### src/rtl/sipo_deser_pkg.sv
// Shared types and helpers for the sipo_deser serial-in/parallel-out deserializer.
package sipo_deser_pkg;

    // Frame phase: data bits, then (parity build only) the trailing parity bit
    typedef enum logic {
        S_DATA = 1'b0,
        S_PAR  = 1'b1
    } state_t;

    // XOR over data bits plus parity bit for a correctly formed even-parity frame
    localparam logic EVEN_PARITY = 1'b0;

    // Bit counter must be able to hold WIDTH itself (held there during S_PAR)
    function automatic int unsigned cnt_width(input int unsigned width);
        return $clog2(width + 1);
    endfunction

endpackage

### src/rtl/sipo_deser_obuf.sv
// One-entry valid/ready holding register for sipo_deser.
// A completed word loads when the entry is empty or draining this cycle;
// otherwise it is dropped and the sticky overflow flag is set.
module sipo_deser_obuf #(
    parameter int unsigned DW = 8
) (
    input  logic          clk,
    input  logic          rst,
    input  logic          load,
    input  logic [DW-1:0] load_data,
    output logic [DW-1:0] data,
    output logic          vld,
    input  logic          rdy,
    output logic          ovf
);

    logic drain;
    logic accept;
    logic drop;

    // Classify this cycle's buffer activity
    always_comb begin
        drain  = vld && rdy;
        accept = load && (!vld || drain);
        drop   = load && vld && !rdy;
    end

    // Holding register, valid flag and sticky overflow; data holds after a drain
    always_ff @(posedge clk) begin
        if (rst) begin
            data <= '0;
            vld  <= 1'b0;
            ovf  <= 1'b0;
        end else begin
            if (accept) begin
                data <= load_data;
                vld  <= 1'b1;
            end else if (drain) begin
                vld  <= 1'b0;
            end
            if (drop) begin
                ovf <= 1'b1;
            end
        end
    end

endmodule

### src/rtl/sipo_deser.sv
// Serial-in/parallel-out deserializer: collects WIDTH bits from a registered
// bit stream into a word and hands it to a one-entry valid/ready buffer.
// Optional feature macro: SIPO_DESER_PARITY_EN (adds trailing even-parity bit
// and the perr output).
module sipo_deser
    import sipo_deser_pkg::*;
#(
    parameter int unsigned WIDTH     = 8,
    parameter bit          MSB_FIRST = 1'b0
) (
    input  logic             clk,
    input  logic             rst,
    input  logic             din,
    input  logic             din_vld,
    output logic [WIDTH-1:0] dout,
    output logic             dout_vld,
    input  logic             out_rdy,
    output logic             ovf,
    output logic             busy
`ifdef SIPO_DESER_PARITY_EN
    ,
    output logic             perr
`endif
);

    localparam int unsigned CW = cnt_width(WIDTH);
    localparam logic [CW-1:0] CNT_LAST = CW'(WIDTH - 1);
`ifdef SIPO_DESER_PARITY_EN
    localparam int unsigned PW = 1;
`else
    localparam int unsigned PW = 0;
`endif
    localparam int unsigned OW = WIDTH + PW;

    state_t           state_q, state_d;
    logic [CW-1:0]    cnt_q, cnt_d;
    logic [WIDTH-1:0] sreg_q, sreg_d;
    logic [WIDTH-1:0] shifted;
    logic             cpl;
    logic [OW-1:0]    cpl_word;
    logic [OW-1:0]    buf_data;

    // Shift register with the incoming bit inserted at the ordering-dependent end
    always_comb begin
        if (MSB_FIRST) begin
            shifted = {sreg_q[WIDTH-2:0], din};
        end else begin
            shifted = {din, sreg_q[WIDTH-1:1]};
        end
    end

    // Next-state logic: bit collection, frame phase and word completion
    always_comb begin
        state_d  = state_q;
        cnt_d    = cnt_q;
        sreg_d   = sreg_q;
        cpl      = 1'b0;
        cpl_word = '0;
        case (state_q)
            S_DATA: begin
                if (din_vld) begin
                    sreg_d = shifted;
                    if (cnt_q == CNT_LAST) begin
`ifdef SIPO_DESER_PARITY_EN
                        cnt_d   = cnt_q + CW'(1);
                        state_d = S_PAR;
`else
                        cnt_d    = '0;
                        cpl      = 1'b1;
                        cpl_word = shifted;
`endif
                    end else begin
                        cnt_d = cnt_q + CW'(1);
                    end
                end
            end
`ifdef SIPO_DESER_PARITY_EN
            S_PAR: begin
                // perr rides in the buffer MSB so it loads/drops with its word
                if (din_vld) begin
                    cnt_d    = '0;
                    state_d  = S_DATA;
                    cpl      = 1'b1;
                    cpl_word = {((^sreg_q) ^ din) != EVEN_PARITY, sreg_q};
                end
            end
`endif
            default: begin
                state_d = S_DATA;
            end
        endcase
    end

    // State, counter and shift register
    always_ff @(posedge clk) begin
        if (rst) begin
            state_q <= S_DATA;
            cnt_q   <= '0;
            sreg_q  <= '0;
        end else begin
            state_q <= state_d;
            cnt_q   <= cnt_d;
            sreg_q  <= sreg_d;
        end
    end

    // Partial word in progress
    always_comb begin
        busy = (cnt_q != '0);
    end

    sipo_deser_obuf #(
        .DW(OW)
    ) u_obuf (
        .clk      (clk),
        .rst      (rst),
        .load     (cpl),
        .load_data(cpl_word),
        .data     (buf_data),
        .vld      (dout_vld),
        .rdy      (out_rdy),
        .ovf      (ovf)
    );

    // Split buffered entry into data word and (optional) parity error flag
    always_comb begin
`ifdef SIPO_DESER_PARITY_EN
        {perr, dout} = buf_data;
`else
        dout = buf_data;
`endif
    end

endmodule

### config.mk
export PLATFORM = sky130hd
export DESIGN_NAME = sipo_deser
export DESIGN_NICKNAME = d
export VERILOG_FILES = /design/src/rtl/sipo_deser_pkg.sv /design/src/rtl/sipo_deser_obuf.sv /design/src/rtl/sipo_deser.sv
export SDC_FILE = /design/constraint.sdc
export NUM_CORES = 1
export LEC_CHECK = 0
export CAP_MARGIN = 40
export CELL_PAD_IN_SITES_DETAIL_PLACEMENT = 0
export CELL_PAD_IN_SITES_GLOBAL_PLACEMENT = 1
export CORE_ASPECT_RATIO = 0.7
export CORE_MARGIN = 5
export CORE_UTILIZATION = 39
export CTS_CLUSTER_SIZE = 30
export DETAILED_ROUTE_END_ITERATION = 16
export GPL_TIMING_DRIVEN = 1
export HOLD_SLACK_MARGIN = 0.05
export PLACE_DENSITY_LB_ADDON = 0.12
export SYNTH_ARGS = -nofsm -noshare
export SYNTH_HDL_FRONTEND = slang
export SYNTH_SLANG_ARGS = --single-unit
### constraint.sdc
create_clock -name clk -period 3.3 [get_ports clk]
set_input_delay 0.495 -clock clk [delete_from_list [all_inputs] [get_ports clk]]
set_output_delay 0.495 -clock clk [all_outputs]
set_load 0.05 [all_outputs]
==> results of run 1 <==
[worst max path at each step]
stage / endpoint / slack, ps / cells after the start
final: busy / 1000 / 4
after global routing: busy / 880 / 4
after CTS: busy / 980 / 4
after detailed placement: u_obuf.data[1] / 930 / 4
after global placement: u_obuf.data[2] / 970 / 4
after floorplan: u_obuf.data[7] / 1820 / 4
[flip-flops by register name, indices dropped and copies added (netlist names)]
signal and count:
u_obuf.data 8, sreg_q 7, cnt_q 4, u_obuf.ovf 1
u_obuf.vld 1
[through the flow]
step	util	cells	total power, mW	setup slack [ps]	hold slack [ps]
final	0.4959	144	0.4113	1003	459.5
after global routing	0.4959	144	0.4351	875.9	505.9
after CTS	0.4959	144	0.4208	976.7	469.3
after detailed placement	0.4835	140	0.2965	930.8	445.2
after global placement	0.4835	140	0.2961	966.2	437.9
after floorplan	-	98	0.2856	1820	440.0
[cell usage in the layout, fill, tap and decap left out]
master | netlist | layout
nand3_1 | 1 | 1
a21oi_1 | 19 | 19
nor2_1 | 3 | 3
inv_2 | 1 | 1
buf_4 | 1 | 1
mux2i_1 | 1 | 1
nand2b_1 | 9 | 9
nand4_1 | 1 | 1
inv_1 | 3 | 3
nand2_1 | 10 | 10
nor2b_1 | 1 | 1
clkbuf_1 | 2 | 1
o21ai_1 | 8 | 8
dfxtp_1 | 21 | 21
ha_1 | 2 | 2
clkdlybuf4s50_1 | 0 | 15
or3b_1 | 1 | 1
xor2_1 | 1 | 1
or3_1 | 8 | 8
nand3b_1 | 1 | 1
nand4b_4 | 1 | 1
clkbuf_4 | 0 | 3
[critical path, stage by stage (launching register included)]
cell	delay, ps
dfxtp_1	390
inv_1	70
ha_1	200
nand2_1	50
clkdlybuf4s50_1	790
[report_power, final]
group / internal, mW / switching, mW / leakage (nW)
logic: 0.0125 / 0.0184 / 0.174
clock network: 0.0471 / 0.0738 / 0.0150
registers: 0.257 / 0.00286 / 0.170
total: 0.316 / 0.0950 / 0.358
[kinds of logic (layout without fill, tap and decap cells)]
group                      count (synthesis)  in the layout
AOI/OAI and AO/OA                         27             27
xor gates and xnor gates                   1              1
and+or+nand+nor                           36             36
DFF                                       21             21
buffers and inverters                     10             24
adders and majority gates                  2              2
muxes                                      1              1
[metal layers]
layer / wire (um) / vias up / track usage
met5: 0 / - / 0
met2: 754 / 7 / 0.1797
met4: 0 / 0 / 0.02027
met1: 851 / 297 / 0.1518
met3: 51 / 0 / 0.05530
li1: - / 364 / -
[final cells by class]
type                       instances  share of cell area
timing repair buffer              16              0.1500
inverter                           4             0.01429
sequential                        21              0.4000
clock buffer                       4             0.02500
tap                               32             0.03810
multi-input combinational         67              0.3726
==> flow_summary.yaml, run 1 <==
floorplanning:
  floorplan.initialDensity: 0.4044
  rows: 14
  die_width_um: 66.03
  core_sq_um: 2120
  ios: 16
  die_area_sq_um: 3250
  die_h_um: 49.22
finish:
  drive_above_1_share: 0.05357
  antenna_cells: 0
  finalInstanceArea_sq_um: 1051
  fill_cells: 234
  nNetsFinal: 120
  seq_area_sq_um: 420.4
  multiInputGateArea_sq_um: 391.6
  area_growth_pct: 22.63
sta:
  fin_crit_sh: 0.6960
  fin_tns_setup_ps: 0
  post-route-min-period_ps: 2297
  hold_viol: 0
  setup_viol: 0
  timing.fmax_ghz: 0.4354
  drv_slew: 0
  slew_headroom: 0.4886
  rsz0062_at_grt: "no"
  skew_ps: 2.207
  worst_slew_pin_slew_ps: 764.7
yosys:
  synth_top_area_cell: "dfxtp_1"
  yosysMostFrequentCell: "dfxtp_1"
  synth_fa_ha_area_frac: 0.02920
  ys_top_cells_by_area: "dfxtp_1, a21oi_1, nand2b_1"
  yosysUniqueCellTypes: 21
  yosysTopAreaCellShare: 0.4905
  synth_top_family_by_area: "simple AND/OR/NAND/NOR gates"
  synth_ff_type: "dfxtp_1"
  ys_seq_area_frac: 0.4905
  synthMuxAreaShare: 0.01168
  synth_compound_area_frac: 0.1577
  yosysWarningCount: 0
  ys_async_sr_fraction: 0
  synthCells: 98
  syn_area_sq_um: 857.1
  synth.avg_cell_area_sq_um: 8.746
  synth_xor_area_frac: 0.01022
  ys_ff_latch: 21
  synthTopCellsByCount: "dfxtp_1, a21oi_1, nand2_1"
  synthSimpleGateAreaFrac: 0.2482
  synth_edf_count: 0
  syn_nets: 105
hold_path:
  min_from: "u_obuf.ovf"
  whs_path_depth: 2
  min_path_type: "reg -> reg"
  hold_end: "u_obuf.ovf"
power_and_ir_drop:
  leakagePower_nw: 0.3584
  powerDensity_nw_per_um2: 391.3
  peakVddDrop_uv: 169.6
clock_network:
  ctsResizeCount: 0
  worstSkewPairLatency_ps: 300
  post_cts_buffers: 0
  clk_path_buf_depth: 2
  cts_hold_buf: 0
  clk_pin_slew_ps: 110
  h-tree-depth: 1
  cts-buffers-inserted: 3
  cts_tree: "built"
  clock-root-buffer: "clkbuf_4"
  cts.sinks: 21
route:
  drt-pass1-iter-count: 4
  ant_nets: 0
  drc: 0
  drt_iter0_drc: 25
  finalWirelength_um: 1658
  viasPerCell: 4.639
  vias: 668
  wl_per_cell_um: 11.51
grt:
  gr-total-overflow: 0
  grt_pass1_wl_um: 2932
  grt_usage: 0.1173
  first_global_vias: 621
  grt_max_degree: 22
  antenna_found_initial: 0
worst_setup_path:
  timing.rr.start: "cnt_q[1]"
  worstPathMaxFanout: 4
  r2r_end: "u_obuf.data[2]"
  regToRegSetupSlack_ps: 1730
  worstRegToRegCells: 4
  cp-start-kind: "flip-flop"
  cp-startpoint: "cnt_q[0]"
  end_kind: "output pin"
  cp_data_required_time_ps: 2800
  cp.arrival_ps: 1800
  path_class: "reg -> out"
placed_design:
  place_congestion: 0.6608
  port_buffers: 15
  dpl.hpwl_um: 1151
  place_area_sq_um: 1025
job:
  maxCapViolCount: 0
status:
  status: "completed"
Note: power is estimated with default switching activity, not from simulation.
==> run 2: changes to the inputs <==
- CORE_UTILIZATION: 39 -> 33
- clock period: 3.3 -> 2.1 ns (I/O delays scaled with it)
==> flow_summary.yaml, run 2 (same netlist as run 1, synthesis figures left out) <==
route:
  drt_iter0_drc: 45
  vias: 675
  wl_met2_um: 684
  top_layer: "met4"
  viasPerCell: 4.561
  wl_met1_um: 849
  wl_per_cell_um: 10.98
  finalWirelength_um: 1625
  drt-pass1-iter-count: 4
  drc: 0
  routed-wl-met3_um: 78
  ant_nets: 0
sta:
  skew_ps: 5.858
  fin_tns_setup_ps: 0
  setup_viol: 0
  post-route-min-period_ps: 1746
  timing.hold.ws_ps: 459.0
  worst_slew_pin_slew_ps: 505.9
  fin_crit_sh: 0.8314
  timing.fmax_ghz: 0.5727
  hold_viol: 0
  drv_slew: 0
  slew_headroom: 0.6617
  rsz0062_at_grt: "no"
worst_setup_path:
  end_kind: "output pin"
  cp-start-kind: "flip-flop"
  slowest_stage: "clkdlybuf4s50_1"
  cp_top_family: "buffers and inverters"
  cp.arrival_ps: 1430
  path_cells: "clkdlybuf4s50_1"
  worstPathMaxFanout: 2
  cp_data_required_time_ps: 1780
  slowest_delay_ps: 810
  path_class: "reg -> out"
  cp_num_buf_inv: 1
clock_network:
  clk_path_buf_depth: 2
  worstSkewPairLatency_ps: 260
  cts_hold_buf: 0
  clk_pin_slew_ps: 80
  clock-root-buffer: "clkbuf_8"
  cts-buffers-inserted: 3
  h-tree-depth: 1
  cts.sinks: 21
  cts_tree: "built"
  post_cts_buffers: 0
  ctsResizeCount: 0
floorplanning:
  die_area_sq_um: 3733
  die_h_um: 52.64
  die_width_um: 70.91
  core_sq_um: 2477
  floorplan.initialDensity: 0.3460
  ios: 16
  rows: 15
placed_design:
  dpl.hpwl_um: 1071
  port_buffers: 15
  place_congestion: 0.6919
  dp_cells: 144
finish:
  final_cell_mix: "dfxtp_1, a21oi_1, clkdlybuf4s50_1, nand2_1, nand2b_1"
  fin_cells: 148
  nNetsFinal: 122
  top_regs: "u_obuf.data (8), sreg_q (7), cnt_q (4)"
  drive_above_1_share: 0.08772
  area_growth_pct: 26.72
  final_core_util: 0.4384
  antenna_cells: 0
  fill_cells: 250
  largest_reg_flops: 8
  top_register: "u_obuf.data"
  layout_commonest_cell: "dfxtp_1"
hold_path:
  min_path_type: "reg -> reg"
grt:
  first_global_vias: 654
  gr-total-overflow: 0
  grt_pass1_wl_um: 2863
  grt_max_degree: 22
  grt_usage: 0.09979
  antenna_found_initial: 0
status:
  status: "completed"
power_and_ir_drop:
  leakagePower_nw: 0.3799
  powerDensity_nw_per_um2: 658.3
  peakVddDrop_uv: 332.2
job:
  maxCapViolCount: 0
run 2: metrics by stage:
stage | power (mW) | instance area (sq um) | setup slack [ps]
floorplan | 0.4489 | 857.1 | 619.5
global placement | 0.4677 | 1040 | 351.5
detailed placement | 0.4679 | 1040 | 310.0
CTS | 0.7320 | 1086 | 343.8
global route | 0.7577 | 1086 | 300.0
finish | 0.7149 | 1086 | 354.0
run 2: layout make-up:
type                       count  area (sq um)  area share
sequential                    21         420.4      0.3871
multi-input combinational     67         391.6      0.3606
timing repair buffer          18         170.2      0.1567
tap                           34         42.54     0.03917
clock buffer                   3         41.29     0.03802
inverter                       4         15.01     0.01382
clock inverter                 1         5.005    0.004608
run 2: per-layer routing:
metal	track usage	vias to the layer above
met5	0	-
met4	0.02813	0
met3	0.04023	2
li1	-	366
met2	0.1615	12
met1	0.1230	295
run 2: final timing paths:
check / from / to / slack, ps / cells after the start
worst min register to register: u_obuf.ovf / u_obuf.ovf / 460 / 2
worst min-delay path: u_obuf.ovf / u_obuf.ovf / 460 / 2
worst max-delay path: u_obuf.data[7] / dout[7] / 350 / 1
worst max register to register: cnt_q[0] / u_obuf.data[6] / 540 / 4
run 2: tightest hold or removal path: cells and delay by family (launching register included):
family,cells,cell delay (ps)
DFF,1,320
buffers and inverters,1,50
AOI/OAI and AO/OA,1,50
run 2: report_power, final:
group          leakage, nW  internal [mW]  switching, mW
registers            0.170          0.403        0.00440
clock network       0.0255          0.132          0.126
logic                0.185         0.0210         0.0289
